==> config.mk <==
export PLATFORM = sky130hd
export DESIGN_NAME = regfile32
export DESIGN_NICKNAME = d
export VERILOG_FILES = /design/src/rtl/regfile_pkg.sv /design/src/rtl/mux32.sv /design/src/rtl/regfile_read_port.sv /design/src/rtl/regfile32.sv
export SDC_FILE = /design/constraint.sdc
export NUM_CORES = 2
export LEC_CHECK = 0
export CAP_MARGIN = 20
export CORE_AREA = 2 2 367 260
export DETAILED_ROUTE_END_ITERATION = 6
export DIE_AREA = 0 0 369 262
export GPL_TIMING_DRIVEN = 0
export PLACE_DENSITY = 0.77
export SYNTH_ARGS = -nofsm -noshare
export SYNTH_HDL_FRONTEND = slang
export SYNTH_SLANG_ARGS = --single-unit
==> constraint.sdc <==
create_clock -name clk -period 65.3 [get_ports clk]
set_input_delay 13.06 -clock clk [delete_from_list [all_inputs] [get_ports clk]]
set_output_delay 13.06 -clock clk [all_outputs]
set_load 0.01 [all_outputs]
==> src/rtl/regfile_pkg.sv <==
// ---------------------------------------------------------------------------
// regfile_pkg
// Shared constants and types for the MIPS general-purpose register file.
//   REG_W      : register data width (32)
//   NREG       : number of architectural registers (32)
//   ADDR_W     : register address width (5)
//   reg_addr_t : register address type
//   word_t     : register data word type
//   REG_ZERO   : address of the hardwired-zero register r0
// ---------------------------------------------------------------------------
package regfile_pkg;

    localparam int REG_W  = 32;
    localparam int NREG   = 32;
    localparam int ADDR_W = 5;

    typedef logic [ADDR_W-1:0] reg_addr_t;
    typedef logic [REG_W-1:0]  word_t;

    localparam reg_addr_t REG_ZERO = 5'd0;

endpackage

==> src/rtl/mux32.sv <==
// ---------------------------------------------------------------------------
// mux32
// One-bit 32:1 selector used to build each bit of a register read port.
// The tree is three levels deep: eight 4:1 muxes on sel[1:0], two 4:1
// muxes on sel[3:2], and a final 2:1 mux on sel[4].
// Ports:
//   d   : input  [31:0]  the same bit position taken from registers 0..31
//   sel : input  [4:0]   register address
//   y   : output         selected bit
// ---------------------------------------------------------------------------
module mux32 (
    input  logic [31:0] d,
    input  logic [4:0]  sel,
    output logic        y
);

    logic [7:0] level1;
    logic [1:0] level2;

    for (genvar g = 0; g < 8; g++) begin : g_level1
        logic [3:0] group;
        assign group     = d[4*g +: 4];
        assign level1[g] = group[sel[1:0]];
    end

    for (genvar g = 0; g < 2; g++) begin : g_level2
        logic [3:0] group;
        assign group     = level1[4*g +: 4];
        assign level2[g] = group[sel[3:2]];
    end

    assign y = sel[4] ? level2[1] : level2[0];

endmodule

==> src/rtl/regfile_read_port.sv <==
// ---------------------------------------------------------------------------
// regfile_read_port
// One combinational read port of the register file. Bit k of the output is
// produced by its own mux32, fed with bit k of every register.
// Ports:
//   regs : input  [NREG-1:0][REG_W-1:0]  full register array (r0 at index 0)
//   addr : input  [4:0]                  register address
//   data : output [31:0]                 selected register word
// ---------------------------------------------------------------------------
module regfile_read_port
    import regfile_pkg::*;
(
    input  logic [NREG-1:0][REG_W-1:0] regs,
    input  reg_addr_t                  addr,
    output word_t                      data
);

    for (genvar k = 0; k < REG_W; k++) begin : g_bit
        // Gather bit k of every register into one column for the mux.
        logic [NREG-1:0] column;

        for (genvar r = 0; r < NREG; r++) begin : g_col
            assign column[r] = regs[r][k];
        end

        mux32 u_mux (
            .d   (column),
            .sel (addr),
            .y   (data[k])
        );
    end

endmodule

==> src/rtl/regfile32.sv <==
// ---------------------------------------------------------------------------
// regfile32
// 32 x 32-bit MIPS general-purpose register file: two combinational read
// ports and one synchronous write port. r0 always reads zero.
// Optional build macro: REGFILE_BYPASS_EN -- when defined, a read of the
// register being written in the current cycle returns the incoming write
// data instead of the stored value.
// Ports:
//   clk    : input         rising-edge clock
//   reset  : input         asynchronous active-high reset, clears all state
//   we     : input         write enable, sampled at the rising edge
//   ra1    : input  [4:0]  read address, port 1 (rs)
//   ra2    : input  [4:0]  read address, port 2 (rt)
//   wa     : input  [4:0]  write address
//   wd     : input  [31:0] write data
//   rd1    : output [31:0] read data, port 1
//   rd2    : output [31:0] read data, port 2
//   wcount : output [15:0] committed writes to nonzero registers (wraps)
// ---------------------------------------------------------------------------
module regfile32
    import regfile_pkg::*;
#(
    parameter int WIDTH = 32,
    parameter int NREGS = 32
) (
    input  logic        clk,
    input  logic        reset,
    input  logic        we,
    input  logic [4:0]  ra1,
    input  logic [4:0]  ra2,
    input  logic [4:0]  wa,
    input  logic [31:0] wd,
    output logic [31:0] rd1,
    output logic [31:0] rd2,
    output logic [15:0] wcount
);

    // The mux32 read structure only works for exactly 32 x 32 bits.
    if (WIDTH != REG_W) begin : g_bad_width
        $error("regfile32: WIDTH must be 32");
    end
    if (NREGS != NREG) begin : g_bad_nregs
        $error("regfile32: NREGS must be 32");
    end

    word_t                      store [1:NREG-1];
    logic [NREG-1:0][REG_W-1:0] regs_flat;
    word_t                      port1_data;
    word_t                      port2_data;
    logic                       write_hit;

    // A write only commits when enabled and not aimed at r0.
    assign write_hit = we && (wa != REG_ZERO);

    // r1..r31 storage; r0 has no flop at all.
    always_ff @(posedge clk or posedge reset) begin
        if (reset) begin
            for (int i = 1; i < NREG; i++) begin
                store[i] <= '0;
            end
        end else if (write_hit) begin
            for (int i = 1; i < NREG; i++) begin
                if (wa == ADDR_W'(i)) begin
                    store[i] <= wd;
                end
            end
        end
    end

    // Debug write counter; wraps silently.
    always_ff @(posedge clk or posedge reset) begin
        if (reset) begin
            wcount <= '0;
        end else if (write_hit) begin
            wcount <= wcount + 16'd1;
        end
    end

    // Flatten storage for the read ports with r0 hardwired to zero.
    always_comb begin
        regs_flat[0] = '0;
        for (int i = 1; i < NREG; i++) begin
            regs_flat[i] = store[i];
        end
    end

    regfile_read_port u_port1 (
        .regs (regs_flat),
        .addr (ra1),
        .data (port1_data)
    );

    regfile_read_port u_port2 (
        .regs (regs_flat),
        .addr (ra2),
        .data (port2_data)
    );

`ifdef REGFILE_BYPASS_EN
    // Write-through: forward wd to a port reading the register being written.
    assign rd1 = (write_hit && (ra1 == wa)) ? wd : port1_data;
    assign rd2 = (write_hit && (ra2 == wa)) ? wd : port2_data;
`else
    assign rd1 = port1_data;
    assign rd2 = port2_data;
`endif

endmodule
==> qor.csv <==
stage;metric;value;unit
detailed_routing;WL final;186;mm
worst_hold_path;Hold Path Depth;1;
timing;post-layout minimum cycle time;30.60;ns
layout;Post-layout nets;4768;
clock_network;Worst-path clk slew;0.06;ns
worst_setup_path;CP peak stage delay;0.80;ns
global_route;first-pass GRT wire length;265;mm
global_route;initial antenna violation count;2;
timing;Slew Limit Fails;0;
detailed_routing;drt first-iter violations;5167;
worst_setup_path;worst-path maximum fanout;10;
clock_network;Clock Sinks;1008;
clock_network;Worst-Skew Late Latency;0.70;ns
layout;Storage cell area;25200;sq um
clock_network;Num CTS Buffers;99;
detailed_routing;DRT Pass-1 Iters;7;
worst_setup_path;Startpoint Class;input pin;
worst_setup_path;worst reg-to-reg path cell count;6;
logic_synthesis;synthesized area;55400;sq um
power_and_ir_drop;cell area power density;30.4;nW/um^2
power_and_ir_drop;static leakage;28.5;nW
worst_setup_path;WS Path Type;in -> out;
logic_synthesis;Post-synth EDFFs;0;
timing;period utilization;46.9;%
detailed_routing;drt drc;0;
clock_network;Post-CTS Setup Bufs;0;
place;pre-CTS setup slack;35.19;ns
job;Max Cap Viol;0;
worst_setup_path;Critical-path top delay cell;clkbuf_1;
logic_synthesis;Synthesized Nets;4534;
logic_synthesis;area leader, netlist;dfrtp_1;
floorplanning;I/O pin total;130;
global_route;Total GRT Usage;38.1;%
worst_hold_path;Worst Hold End;wcount[15];
logic_synthesis;top cells by area, synth;dfrtp_1, mux2_2, mux2i_1;
global_route;GRT Residual Overflow;0;
worst_hold_path;Hold Startpoint;wcount[15];
timing;Worst Tran Pin Value;1.28;ns
clock_network;post_cts resized;0;
logic_synthesis;Mapped Cells;4483;
clock_network;hold buffers post-CTS;0;
logic_synthesis;most frequent cell after synthesis;dfrtp_1;
worst_setup_path;worst reg-to-reg setup slack;63.26;ns
floorplanning;number of placement rows;94;
place;I/O Buffers;124;
timing;endpoints failing hold;0;
place;placer congestion estimate;1.03;
layout;layout cells sized above 1;32.0;%
timing;Max Freq;32.7;MHz
timing;setup TNS;0;ns
worst_setup_path;reg2reg end;wcount[10];
global_route;largest net degree at the start of global routing;137;
logic_synthesis;Distinct cells, synth;42;
clock_network;H-Tree Depth;3;
floorplanning;Die W;369;microns
detailed_routing;Routed wire per std cell;30.7;microns
worst_setup_path;CP Cell Sequence;clkdlybuf4s50_1, clkbuf_1, nor2_1, clkbuf_1, a22oi_1, a31oi_1, nand3_1, buf_4, clkdlybuf4s50_1;
logic_synthesis;Ys Warns;0;
worst_setup_path;Critical Path Start;ra1[2];
worst_setup_path;Crit Reg-Reg Startpoint;wcount[0];
logic_synthesis;area fraction of the dominant cell type after synthesis;45.5;%
worst_setup_path;WP data arrival;17.54;ns
timing;Max-slew headroom;14.9;%
clock_network;TritonCTS clock tree;yes;
timing;RSZ-0062 raised after global routing;false;
timing;# setup viols final;0;
logic_synthesis;Synth Area per Inst;12.4;sq um
worst_setup_path;Worst EP required;52.24;ns
layout;Fillers;6959;
clock_network;Max clock buf depth;3;
timing;post-route setup slack;34.70;ns
floorplanning;die area;96700;sq um
clock_network;CTS Root Cell;clkbuf_16;
floorplanning;core footprint;93100;sq um
detailed_routing;DRT antenna net count;0;
worst_setup_path;Setup crit end kind;primary output;
floorplanning;die height;262;microns
status;run status;finished clean;
floorplanning;Initial Util;59.5;%
power_and_ir_drop;maximum vdd drop;23.2;uV
layout;multi-input combinational cell area;27400;sq um
place;dpl hpwl;146;mm
logic_synthesis;Post-synth top flop;dfrtp_1;
global_route;vias in the first global route;38900;
logic_synthesis;post-synthesis sequential area ratio;45.5;%
logic_synthesis;Async SR Flop Fraction;100;%
layout;Area growth syn-to-layout;11.9;%
logic_synthesis;Commonest cells post-synth;dfrtp_1, mux2_2, mux2i_1, a22oi_1, clkbuf_1;
detailed_routing;via count;40100;
detailed_routing;vias per inst;6.62;
logic_synthesis;Yosys reg bits;1008;
timing;clock skew;0.00482;ns
worst_hold_path;worst hold path type;reg -> reg;
## power by group
group	leakage [nW]	internal, W	switching (W)	total, W
clock	1.71	0.000361	0.000263	0.000625
combinational	13.9	0.000209	0.000206	0.000415
sequential	12.9	0.000747	0.0000981	0.000845
## cells by family (layout without fill, tap and decap cells)
group                    Yosys count  count (layout)  synth area share, %
XOR/XNOR                          15              15                0.237
other                              0              11                    0
flip-flops                      1008            1008                 45.5
AO/OA/AOI/OAI                    514             514                 6.41
AND/OR/NAND/NOR                  540             540                 4.89
buffers and inverters            516             832                 4.93
multiplexers                    1889            1889                 38.0
adder cells (fa/ha/maj)            1               1               0.0226
## through the flow
step	hold slack [ns]	std cells	total power [W]	util [%]	instance area (sq um)
finish	0.471	6058	0.00189	66.5	62000
global route	0.518	6048	0.00195	66.5	61900
CTS	0.476	6047	0.00187	66.5	61900
detailed placement	0.466	5864	0.00125	62.7	58500
global placement	0.465	5855	0.00123	62.5	58200
floorplan	0.470	4483	0.00111	-	55400
## area by class of cell
type                    instances  area share (%)
diodes                         11          0.0444
clock buffers                 139            4.74
clock inverters                44           0.904
multi-input cells            2959            44.3
flip-flops and latches       1008            40.7
plain buffers                 514            4.40
inverters                       2          0.0242
repair buffers                133            2.40
well taps                    1248            2.52
## worst max-delay path by stage
stage	endpoint
3_3_place_gp	regs_flat[1006]
6_report	rd1[4]
5_1_grt	rd1[4]
3_5_place_dp	rd1[6]
4_1_cts	rd1[6]
2_1_floorplan	regs_flat[1000]
## per-layer routing
metal / wire length, microns / GRT usage (%)
met1: 78300 / 54.1
met2: 73300 / 51.2
met3: 27600 / 17.9
met4: 6650 / 12.0
met5: 0 / 0
## critical path, delay by kind of cell
family          cells  cell delay, ns
compound gates      2            0.99
buf+inv             5            2.38
simple gates        2            1.08
## registers in the layout, indices dropped and copies added (netlist names)
| name | flops |
|---|---|
| regs_flat | 992 |
| wcount | 16 |
## cell usage in the layout, fill, tap and decap left out, drive strengths merged, types with 3 or more instances in the layout
| master | n |
|---|---|
| nor3 | 69 |
| inv | 4 |
| and3 | 4 |
| clkbuf | 341 |
| nor2b | 76 |
| mux2i | 768 |
| a221oi | 64 |
| xnor2 | 13 |
| nor2 | 17 |
| clkdlybuf4s50 | 124 |
| buf | 321 |
| and2 | 3 |
| mux4 | 64 |
| clkinvlp | 7 |
| nand4 | 7 |
| nand3 | 197 |
| nand2b | 7 |
| a21oi | 129 |
| dfrtp | 1008 |
| a22oi | 256 |
| diode | 11 |
| mux2 | 1057 |
| bufinv | 12 |
| a31oi | 64 |
| nand2 | 149 |
| clkinv | 23 |
Power figures use the tool's default switching activity.
